<file path="src/rtl/calcu16_mem_arbiter.sv">
// calcu16 memory arbiter: shares the single-port memory between IF and LS.
// Optional build macro CALCU16_MEMARB_RR_EN selects round-robin arbitration.
`timescale 1ns/1ps
module calcu16_mem_arbiter #(
    parameter int ADDR_W     = 16,
    parameter int DATA_W     = 26,
    parameter int RD_LAT     = 1,
    parameter int STARVE_MAX = 4
) (
    input  logic              clk,
    input  logic              rst_n,
    input  logic              if_req,
    input  logic [ADDR_W-1:0] if_addr,
    output logic              if_gnt,
    output logic              if_rvalid,
    output logic [DATA_W-1:0] if_rdata,
    input  logic              ls_req,
    input  logic              ls_we,
    input  logic [ADDR_W-1:0] ls_addr,
    input  logic [DATA_W-1:0] ls_wdata,
    output logic              ls_gnt,
    output logic              ls_rvalid,
    output logic [DATA_W-1:0] ls_rdata,
    output logic              mem_en,
    output logic              mem_we,
    output logic [ADDR_W-1:0] mem_addr,
    output logic [DATA_W-1:0] mem_wdata,
    input  logic [DATA_W-1:0] mem_rdata
);

    localparam logic [1:0] S_IDLE  = 2'd0;
    localparam logic [1:0] S_ISSUE = 2'd1;
    localparam logic [1:0] S_WAIT  = 2'd2;

    localparam logic [1:0] OWN_NONE = 2'd0;
    localparam logic [1:0] OWN_IF   = 2'd1;
    localparam logic [1:0] OWN_LS   = 2'd2;

    logic [1:0]        r_state;
    logic [1:0]        r_owner;
    logic              r_we;
    logic [ADDR_W-1:0] r_addr;
    logic [DATA_W-1:0] r_wdata;
    logic [2:0]        r_lat_cnt;

    logic w_idle;
    logic w_issue;
    logic w_done;
    logic w_pick_if;
    logic w_pick_ls;
    logic w_own_if;
    logic w_own_ls;

    assign w_idle   = (r_state == S_IDLE);
    assign w_issue  = (r_state == S_ISSUE);
    assign w_done   = (r_state == S_WAIT) && (r_lat_cnt == 3'd1);
    assign w_own_if = (r_owner == OWN_IF);
    assign w_own_ls = (r_owner == OWN_LS);

`ifdef CALCU16_MEMARB_RR_EN
    logic r_last_ls;

    // Contention goes to whichever side did not win the previous grant.
    always_comb begin
        w_pick_ls = ls_req && (!if_req || !r_last_ls);
        w_pick_if = if_req && !w_pick_ls;
    end

    // Remember the most recent winner; starts as IF so LS wins first.
    always_ff @(posedge clk or negedge rst_n) begin
        if (!rst_n) begin
            r_last_ls <= 1'b0;
        end else if (w_idle && w_pick_ls) begin
            r_last_ls <= 1'b1;
        end else if (w_idle && w_pick_if) begin
            r_last_ls <= 1'b0;
        end
    end
`else
    logic [3:0] r_starve;
    logic       w_force_if;

    assign w_force_if = if_req && (r_starve == 4'(STARVE_MAX));

    // LS has priority unless IF has been passed over too many times.
    always_comb begin
        w_pick_ls = ls_req && !w_force_if;
        w_pick_if = if_req && !w_pick_ls;
    end

    // Count LS wins over a waiting IF; saturate, clear when IF is served.
    always_ff @(posedge clk or negedge rst_n) begin
        if (!rst_n) begin
            r_starve <= 4'd0;
        end else if (w_idle) begin
            if (!if_req) begin
                r_starve <= 4'd0;
            end else if (w_pick_if) begin
                r_starve <= 4'd0;
            end else if (w_pick_ls &&
                         (r_starve != 4'(STARVE_MAX))) begin
                r_starve <= r_starve + 4'd1;
            end
        end
    end
`endif

    // Request sequencer: latch the winner, issue once, wait for read data.
    always_ff @(posedge clk or negedge rst_n) begin
        if (!rst_n) begin
            r_state   <= S_IDLE;
            r_owner   <= OWN_NONE;
            r_we      <= 1'b0;
            r_addr    <= '0;
            r_wdata   <= '0;
            r_lat_cnt <= 3'd0;
        end else begin
            case (r_state)
                S_IDLE: begin
                    if (w_pick_ls) begin
                        r_state <= S_ISSUE;
                        r_owner <= OWN_LS;
                        r_we    <= ls_we;
                        r_addr  <= ls_addr;
                        r_wdata <= ls_wdata;
                    end else if (w_pick_if) begin
                        r_state <= S_ISSUE;
                        r_owner <= OWN_IF;
                        r_we    <= 1'b0;
                        r_addr  <= if_addr;
                        r_wdata <= '0;
                    end
                end
                S_ISSUE: begin
                    if (r_we) begin
                        r_state <= S_IDLE;
                        r_owner <= OWN_NONE;
                        r_we    <= 1'b0;
                    end else begin
                        r_state   <= S_WAIT;
                        r_lat_cnt <= 3'(RD_LAT);
                    end
                end
                S_WAIT: begin
                    if (r_lat_cnt == 3'd1) begin
                        r_state   <= S_IDLE;
                        r_owner   <= OWN_NONE;
                        r_lat_cnt <= 3'd0;
                    end else begin
                        r_lat_cnt <= r_lat_cnt - 3'd1;
                    end
                end
                default: begin
                    r_state <= S_IDLE;
                    r_owner <= OWN_NONE;
                end
            endcase
        end
    end

    // Memory side is driven only during the single issue cycle.
    always_comb begin
        mem_en    = w_issue;
        mem_we    = w_issue && r_we;
        mem_addr  = w_issue ? r_addr : '0;
        mem_wdata = w_issue ? r_wdata : '0;
    end

    // Grant and read-return pulses go to the latched owner only.
    always_comb begin
        if_gnt    = w_issue && w_own_if;
        ls_gnt    = w_issue && w_own_ls;
        if_rvalid = w_done && w_own_if;
        ls_rvalid = w_done && w_own_ls;
        if_rdata  = if_rvalid ? mem_rdata : '0;
        ls_rdata  = ls_rvalid ? mem_rdata : '0;
    end

endmodule

</file>
<file path="config.mk">
export PLATFORM = sky130hd
export DESIGN_NAME = calcu16_mem_arbiter
export DESIGN_NICKNAME = d
export VERILOG_FILES = /design/src/rtl/calcu16_mem_arbiter.sv
export SDC_FILE = /design/constraint.sdc
export NUM_CORES = 1
export LEC_CHECK = 0
export CAP_MARGIN = 20
export CORE_MARGIN = 2
export CORE_UTILIZATION = 38
export CTS_CLUSTER_DIAMETER = 80
export DETAILED_ROUTE_END_ITERATION = 6
export GPL_TIMING_DRIVEN = 0
export MAX_ROUTING_LAYER = met4
export PLACE_DENSITY = 0.84
export SYNTH_ARGS = -nofsm -noshare
export SYNTH_HDL_FRONTEND = slang
export SYNTH_SLANG_ARGS = --single-unit
</file>
<file path="constraint.sdc">
create_clock -name clk -period 2 [get_ports clk]
set_input_delay 0.2 -clock clk [delete_from_list [all_inputs] [get_ports clk]]
set_output_delay 0.2 -clock clk [all_outputs]
set_load 0.02 [all_outputs]
</file>
After elaboration in Yosys (flattened, before gate mapping)

Index checks and enable logic that the tools add are counted.

Muxes and demuxes: 25
Add/sub/neg operators: 2
Reductions and logical operators: 22
Eq/ne operators: 12

Operator list:

| operator              | number |
|---|---|
| $mux W26              | 5 |
| $mux W16              | 3 |
| $mux W2               | 6 |
| $mux W4               | 3 |
| $pmux W2 S3           | 2 |
| $logic_and A1 B1 Y1   | 10 |
| $reduce_and A2 Y1     | 5 |
| $mux W3               | 2 |
| $ne A3 B1 Y1 const B  | 2 |
| $pmux W3 S2           | 1 |
| $reduce_bool A2 Y1    | 3 |
| $add A4 B1 Y4 const B | 1 |
| $eq A2 B1 Y1 const B  | 2 |
| $eq A2 B2 Y1 const B  | 2 |
| $eq A4 B3 Y1 const B  | 1 |
| $ne A2 B2 Y1 const B  | 2 |
| $ne A4 B3 Y1 const B  | 1 |
| $eq A3 B1 Y1 const B  | 1 |
| $reduce_and A3 Y1     | 1 |
| $sub A3 B1 Y3 const B | 1 |
| $logic_not A1 Y1      | 2 |
| $logic_not A2 Y1      | 1 |
| $mux W1               | 2 |
| $ne A2 B1 Y1 const B  | 1 |
| $pmux W1 S2           | 1 |

Register bits after elaboration: 54
Input bits: 89
Logic and storage cells: 68

Depth between registers and ports, before layout

Depth in word-level cells: 9
Mapped depth: 7
Mapped depth without buffers: 5

Least setup slack after synthesis

No wires, ideal clock.

Path type: reg2out
Start: register r_state[0]
End: output port if_rdata[16]
Data required time: 1.800 ns
Buffers on the path: 2
Stages on the path, launching flop included: 6
Arrival time: 1.572 ns
Path slack: 0.228 ns
Cells stage by stage: dfrtp_1 > buf_2 > nand2b_1 > nor3_2 > buf_2 > and2_1

Longest elaborated chain between the ends: 4

Ends and longest elaborated chain:

| item                   | RTL line | text |
|---|---|---|
| from (decl)            | 39       | `logic [1:0] r_state;` |
| from (signal assigned) | 111      | `r_state <= S_IDLE;` |
| from (signal assigned) | 121      | `r_state <= S_ISSUE;` |
| from (signal assigned) | 127      | `r_state <= S_ISSUE;` |
| $eq A2 B2 Y1           | 56       | `assign w_done = (r_state == S_WAIT) && (r_lat_cnt == 3'd1);` |
| $logic_and A1 B1 Y1    | 56       |  |
| $logic_and A1 B1 Y1    | 173      | `if_rvalid = w_done && w_own_if;` |
| net if_rvalid          | 15       | `output logic if_rvalid,` |
| $mux W26               | 175      | `if_rdata = if_rvalid ? mem_rdata : '0;` |
| to (decl)              | 16       | `output logic [DATA_W-1:0] if_rdata,` |

The timed path passes the listed nets, and every way through them passes these cells.

Worst setup path in the final report

Start: register r_lat_cnt[1]
End: output port ls_rdata[24]

Longest elaborated chain between the ends: 4

Ends and longest elaborated chain:

| item                   | RTL line | text |
|---|---|---|
| from (decl)            | 44       | `logic [2:0] r_lat_cnt;` |
| from (signal assigned) | 141      | `r_lat_cnt <= 3'(RD_LAT);` |
| from (signal assigned) | 150      | `r_lat_cnt <= r_lat_cnt - 3'd1;` |
| $eq A3 B1 Y1           | 56       |  |
| $logic_and A1 B1 Y1    | 56       |  |
| $logic_and A1 B1 Y1    | 174      | `ls_rvalid = w_done && w_own_ls;` |
| $mux W26               | 176      | `ls_rdata = ls_rvalid ? mem_rdata : '0;` |
| to (decl)              | 23       | `output logic [DATA_W-1:0] ls_rdata,` |

Every way passes these cells.

==> results.toml <==
[run_status]
status = "complete, no violations"

[clocking]
clockBufferDepth = 2
htree_levels = 2
clk_root_buffer_cell = "clkbuf_8"
cts_tree = "yes"
cts_buffers = 5
cts_sinks = 54
cts.clk_slew.worst_paths_ns = 0.11
clock_latency_ns = 0.32

[timing]
setup_slack_ns = 0.0121
relSlewSlack = 0.665
tightest_slew_ns = 0.502
drv_slew = 0
post-route-period-util = 0.994
finalCriticalPeriod_ns = 1.99
setup-tns-final_ns = 0
rsz0062_at_grt = "true"
setup_viol = 0
max_freq_mhz = 503
fin_hold_ws_ns = 0.243
fin_skew_ns = 0.0194
timing_hold_violations_final = 0

[yosys]
synth_area_leader_cell = "dfrtp_1"
synth_top_area_frac = 0.435
synth_top_family_by_area = "simple AND/OR/NAND/NOR gates"
ys_ff_latch = 54
yosys-top-cells-area = "dfrtp_1 43%, and2_1 19%, a22o_1 7.3%"
ys_warn_count = 0
synth_area_per_cell_um2 = 9.28
synthArstFlopShare = 1.00
synth_mux_area_frac = 0
synthFlopType = "dfrtp_1"
synth_compound_area_frac = 0.201
synth_edf_count = 0
seq_area_frac_synth = 0.435
syn_inst = 335
synthXorXnorAreaFrac = 0
syn_nets = 428
ys_types = 40
synthesis.area_um2 = 3110
synthAdderAreaFrac = 0.0161
yosys.area_share.simple = 0.288

[setup_path]
cp-start-kind = "flop"
crit_arrival_ns = 1.79
crit_required_ns = 1.80
reg2reg_to = "r_addr[11]"
rrSetupSlack_ns = 0.16
crit_fanout = 5
crit_path_end_kind = "output pin"
rr_worst_depth = 6
critical_path_class = "flop to output pin"
r2r-start = "r_starve[0]"

[drt]
highest_layer = "met4"
met1_length_mm = 3.90
vias = 3407
wire_per_inst_um = 16.8
routed_wl_mm = 11.0
drt-initial-drc-count = 193
met3_length_um = 960
viasPerCell = 5.23
met2_length_mm = 5.87
drtAntennaViolNets = 0
route.detailed.drc = 0
dr.pass1.iters = 4

[floorplan]
die_x_um = 94.4
io-pin-count = 189
core_um2 = 7810
die_h_um = 94.4
dieArea_um2 = 8920
start_util = 0.398
std_cell_rows = 32

[layout]
fin_cells = 651
area_growth_pct = 77.1
diodes = 0
finalNetCount = 641
final_common_cell = "clkdlybuf4s50_1"
drive_gt1_frac = 0.324
layout_common_cells = "85 x clkdlybuf4s50_1, 68 x and2_1, 53 x dfrtp_1"

[power_and_ir_drop]
internal_power_w = 0.00358
p_leak_nw = 2.51
power.net_switching_w = 0.00251
combPwrFrac = 0.582
clock_power_share = 0.103
p_seq_frac = 0.315
switching_share = 0.412
p_per_area_nw_per_um2 = 1110
vdd_drop_max_mv = 0.691
total_power_w = 0.00609

[global_route]
grt_pass1_vias = 3341
grt_usage = 0.244
grt_pass1_wl_mm = 16.6
antenna_found_initial = 0
grt_max_degree = 35
grt_overflow = 0

[place]
dpl.hpwl_mm = 8.07
place_inst = 624
io_buffers = 186
place_congestion = 0.828
post-place-ws_ns = -0.495

[hold_path]
hold_end = "r_owner[0]"
hp-class = "primary input to flop"
holdPathStages = 3
hp-start = "if_req"

[flow_run]
max_cap_violations = 0
[final cells by class]
class,instances,area [µm²]
plain buffers,26,173
multi-input cells,243,1690
repair buffers,208,2040
well taps,102,128
flip-flops and latches,54,1350
fillers,591,2300
inverters,10,40.0
clock buffers,5,68.8
clock inverters,3,18.8
[how the worst max path moves through the flow]
stage	from	endpoint	slack [ns]
3_3_place_gp	rst_n	r_addr[3]	-0.90
3_5_place_dp	r_state[0]	ls_rdata[24]	-0.49
5_1_grt	r_lat_cnt[1]	ls_rdata[24]	-0.05
4_1_cts	r_state[0]	ls_rdata[19]	-0.02
6_report	r_lat_cnt[1]	ls_rdata[24]	0.01
2_1_floorplan	r_state[0]	if_rdata[16]	0.23
[through the flow]
| stage | util | instance area, µm² |
|---|---|---|
| 2_1_floorplan | - | 3110 |
| 3_3_place_gp | 0.653 | 5100 |
| 3_5_place_dp | 0.655 | 5110 |
| 4_1_cts | 0.669 | 5230 |
| 5_1_grt | 0.705 | 5500 |
| 6_report | 0.705 | 5500 |
[power by group through the flow]
stage	Sequential, W	Combinational, W	Clock (W)
after global placement	0.00188	0.00316	0
after floorplan	0.00182	0.00197	0
after detailed placement	0.00191	0.00325	0
final	0.00192	0.00354	0.000629
after CTS	0.00190	0.00333	0.000638
after global routing	0.00198	0.00384	0.000678
[worst max-delay path: stages (launching register included)]
cell	delay, ns
dfrtp_1	0.40
inv_2	0.09
ha_4	0.15
nand2b_4	0.08
nor3_4	0.23
buf_6	0.15
buf_6	0.11
and2_4	0.14
buf_6	0.11
[state kept, by name, indices dropped and copies added (netlist names)]
signal	flops
r_owner	2
r_lat_cnt	3
r_we	1
r_addr	16
r_starve	4
r_state	2
r_wdata	26
[synth_stat cells (3+ instances only)]
cell,n
nand3_1,18
nor2_1,4
nor2b_1,3
a21oi_1,20
ha_1,4
a22o_1,26
buf_2,11
a31oi_1,16
clkbuf_1,13
nand2b_1,6
o21ai_0,18
and2_1,95
buf_6,4
inv_1,9
nand2_1,4
dfrtp_1,54
[per-layer routing]
layer / vias up / global-route usage
met4: 0 / 0.0773
li1: 1601 / -
met5: - / -
met1: 1614 / 0.262
met2: 176 / 0.456
met3: 16 / 0.0431
[cell families after synthesis]
group / after synthesis
AND/OR/NAND/NOR: 146
adder cells (fa/ha/maj): 4
flip-flops: 54
buffers and inverters: 38
AO/OA/AOI/OAI: 93
[timing repair]
item	CTS	global route
pin swaps	2	11
endpoints found under the hold margin	20	0
hold buffers	1	0
gates resized for setup	379	93
cloned	2	0
setup endpoints to repair	100	60
buffers inserted	10	8
No activity file was read; power rests on OpenSTA's default activity.
==> RTL change 1: new RTL, same flow settings <==
`ADDR_W`: 16 -> 17.
--- a/src/rtl/calcu16_mem_arbiter.sv
+++ b/src/rtl/calcu16_mem_arbiter.sv
@@ -2,7 +2,7 @@
 // Optional build macro CALCU16_MEMARB_RR_EN selects round-robin arbitration.
 `timescale 1ns/1ps
 module calcu16_mem_arbiter #(
-    parameter int ADDR_W     = 16,
+    parameter int ADDR_W     = 17,
     parameter int DATA_W     = 26,
     parameter int RD_LAT     = 1,
     parameter int STARVE_MAX = 4
Ports: changed (resized if_addr, ls_addr and mem_addr); port bits go from 189 to 192. No check against the original RTL was run, so the function may have changed too.
==> RTL change 1 against the original RTL <==
Count of clock-buffer cells in the layout is 2 higher. First-iteration DRC count down 53%. Power rose by 2.1%. Design area down 0.43%. Cell count up 2.6%. Routed wire length is 0.37% higher. Global-route usage down 1.2 points. Setup slack about the same. Maximum frequency is the same. Sequential cell count grew 1. Area after synthesis increased by 1.8%. Largest cell class unchanged. Largest power group unchanged.
==> RTL change 1: results (changes against the original RTL) <==
outcome: "finished, final reports clean"  # unchanged
yosys.area_share.adder: 0.01582  # was 0.01610
buffers: 240  # was 234
largestRegisters: "r_wdata (26), r_addr (17), r_starve (4)"  # was r_wdata (26), r_addr (16), r_starve (4)
wl_mm: 10.99  # was 10.95 mm
syn-num-nets: 433  # was 428
p_leak_nw: 2.630  # was 2.511 nW
layout.nets: 657  # was 641
setup_ws_ns: 0.01212  # was 0.01213 ns
endpoint: "if_rdata[12]"  # was ls_rdata[24]
worstReg2RegEnd: "r_wdata[17]"  # was r_addr[11]
crit_fanout: 10  # was 5
skew_ns: 0.004691  # was 0.01944 ns
fillCellCount: 650  # was 591
ctsResizeCount: 383  # was 379
grt_use_met1: 0.2541  # was 0.2620
buf_share: 0.3790  # was 0.4017
dp.cells: 635  # was 624
drt-met1-wl_mm: 4.097  # was 3.898 mm
multi_input_area_share: 0.3183  # was 0.3062
wl_met3_um: 942  # was 960 µm
num-nonclk-inverters: 11  # was 10
dr_wl_met2_mm: 5.705  # was 5.873 mm
grt_max_degree: 37  # was 35
met2_usage: 0.4278  # was 0.4560
grt_pass1_wl_mm: 15.99  # was 16.65 mm
RTL change 1: cell types whose count changed in the layout (fill, tap and decap cells not counted), sizes merged, moves of 2 or more:
cell           change
and2               +2
buf               +12
clkbuf            +20
clkdlybuf4s15     -32
clkdlybuf4s50      +4
clkinv             -2
clkinvlp           +2
dlygate4sd2        +2
dlymetal6s2s       +2
nand3              +2
nor2b              -2
nor3               +2
RTL change 1: worst max-delay path: stages (launching register included):
cell and delay (ns):
dfrtp_1 0.41, inv_2 0.08, ha_4 0.14, nand2b_4 0.09
nor3_4 0.23, buf_6 0.15, buf_6 0.11, and2_1 0.15
buf_6 0.12
RTL change 1: report_power, final:
group / switching (W) / internal [W]
Clock: 0.000360 / 0.000316
Combinational: 0.00191 / 0.00168
Sequential: 0.000307 / 0.00164
Total: 0.00258 / 0.00364
==> RTL change 2: new RTL, same flow settings <==
Without the edit above. The option `CALCU16_MEMARB_RR_EN` is turned on by a define.
--- a/src/rtl/calcu16_mem_arbiter.sv
+++ b/src/rtl/calcu16_mem_arbiter.sv
@@ -1,6 +1,8 @@
 // calcu16 memory arbiter: shares the single-port memory between IF and LS.
 // Optional build macro CALCU16_MEMARB_RR_EN selects round-robin arbitration.
 `timescale 1ns/1ps
+`define CALCU16_MEMARB_RR_EN
+
 module calcu16_mem_arbiter #(
     parameter int ADDR_W     = 16,
     parameter int DATA_W     = 26,
Formal check against the unedited RTL: not equivalent (Yosys sat finds a counterexample within 4 cycles, from zero or initial values and one cycle with rst_n low).
==> RTL change 2 against the original RTL <==
Critical path depth fell by 3. Routed wire length fell by 17%. Clock skew fell by 0.012 ns. Area after synthesis fell by 9.4%. Design area fell by 11%. Power fell by 10%. Setup slack improved by 0.050 ns. Sequential cell count fell by 3.
==> RTL change 2: results (changes against the original RTL) <==
outcome: "finished, final reports clean"  # unchanged
grt_pass1_wl_mm: 14.48  # was 16.65 mm
wl_mm: 9.078  # was 10.95 mm
largestRegisters: "r_wdata (26), r_addr (16), r_lat_cnt (3)"  # was r_wdata (26), r_addr (16), r_starve (4)
grt_max_degree: 34  # was 35
place_area_um2: 4837  # was 5112 µm²
io_buffers: 188  # was 186
synth.yosys.seq_area_share: 0.4531  # was 0.4348
hp-class: "primary input to async pin"  # was primary input to flip-flop
syn-num-nets: 390  # was 428
crit-reg2reg-launch: "r_state[1]"  # was r_starve[0]
clock_latency_ns: 0.30  # was 0.32 ns
synth_warnings: 0  # unchanged
clkTransAtPathRegs_ns: 0.10
dp.cells: 587  # was 624
hpwl_mm: 6.745  # was 8.073 mm
grt_pass1_vias: 3035  # was 3341
synth.area.top_cells: "dfrtp_1, and2_1, a22o_1"  # unchanged
antenna_violating_nets_post_route: 0  # unchanged
vdd_drop_max_v: 0.0006472  # was 0.0006909 V
intPower_w: 0.003230  # was 0.003581 W
crit_arrival_ns: 1.74  # was 1.79 ns
antenna_cells: 0  # unchanged
crit_fanout: 10  # was 5
worstSetupStartpoint: "r_state[0]"  # was r_lat_cnt[1]
skew_ns: 0.007228  # was 0.01944 ns
layout-drive-gt1-share: 0.2865  # was 0.3242
synth_edf_count: 0  # unchanged
routed_via_density: 4.877  # was 5.233
gp_congestion: 0.7728  # was 0.8276
grt.total_usage: 0.2183  # was 0.2443
reg2reg_slack_ns: 0.29  # was 0.16 ns
wl_per_cell_um: 14.83  # was 16.82 µm
synth.avg_cell_area_um2: 9.420  # was 9.278 µm²
synth_cell_types: 35  # was 40
drt-initial-drc-count: 112  # was 193
netlist_top_cells_count: "and2_1, dfrtp_1, nand2_1"  # was and2_1, dfrtp_1, a22o_1
p_leak_nw: 2.437  # was 2.511 nW
layout.nets: 603  # was 641
worst_pin_slew_ns: 0.4682  # was 0.5018 ns
[RTL change 2: power groups by stage]
| stage | combinational, W | sequential (W) | clock (W) |
|---|---|---|---|
| CTS | 0.00309 | 0.00179 | 0.000639 |
| finish | 0.00304 | 0.00179 | 0.000624 |
| global placement | 0.00292 | 0.00178 | 0 |
| detailed placement | 0.00299 | 0.00180 | 0 |
| floorplan | 0.00183 | 0.00172 | 0 |
| global route | 0.00329 | 0.00185 | 0.000675 |
[RTL change 2: area by class of cell]
type / count / area (µm²)
plain buffers: 22 / 160.2
clock buffers: 7 / 86.33
clock inverters: 1 / 8.758
fillers: 601 / 2290
inverters: 3 / 11.26
multi-input cells: 223 / 1476
flip-flops and latches: 51 / 1276
well taps: 99 / 123.9
repair buffers: 206 / 1782
[RTL change 2: cells by family (layout without fill, tap and decap cells)]
| logic type | count (synthesis) | in the layout | synth area share |
|---|---|---|---|
| and+or+nand+nor | 150 | 150 | 0.3101 |
| AOI/OAI and AO/OA | 71 | 71 | 0.1821 |
| buffers and inverters | 25 | 239 | 0.04576 |
| DFF | 51 | 51 | 0.4531 |
| adders and majority gates | 2 | 2 | 0.008884 |
[RTL change 2: timing repair]
| action | 4_1_cts | 5_1_grt |
|---|---|---|
| gates cloned | 1 | 0 |
| gates resized for setup | 301 | 88 |
| endpoints found under the setup margin | 99 | 91 |
| hold endpoints to repair | 18 | 0 |
| pin swaps | 2 | 1 |
| buffers inserted | 11 | 4 |
| hold buffers | 1 | 0 |
[RTL change 2: through the flow]
step | hold WS (ns) | utilization | setup WS (ns)
6_report | 0.3783 | 0.6826 | 0.06218
3_5_place_dp | 0.1763 | 0.6705 | -0.5322
5_1_grt | 0.4210 | 0.6826 | -0.03322
3_3_place_gp | 0.4793 | 0.6684 | -0.7548
4_1_cts | 0.3831 | 0.7038 | -0.004327
2_1_floorplan | -0.09559 | - | 0.2894
[RTL change 2: final timing paths]
check | end | depth (start not counted)
max | if_rdata[12] | 5
min | r_addr[2] | 2
max reg2reg | r_wdata[24] | 6
min reg2reg | r_wdata[0] | 1
max in group asynchronous | r_wdata[3] | 3
min in group clk | r_addr[2] | 3
[RTL change 2: metal layers]
layer | routed length, µm | vias up | track usage | part of all wire
li1 | - | 1444 | - | -
met1 | 3652 | 1426 | 0.2480 | 0.40
met2 | 4892 | 109 | 0.4085 | 0.54
met3 | 482 | 6 | 0.03604 | 0.053
met4 | 51 | 0 | 0.03718 | 0.0056
met5 | 0 | - | - | 0
[RTL change 2: worst max-delay path: stages, from the launching register on]
cell and delay [ns]:
dfrtp_1 0.40, nand2b_2 0.24, nor3_4 0.23, buf_4 0.18, and2_1 0.13, clkdlybuf4s15_2 0.27
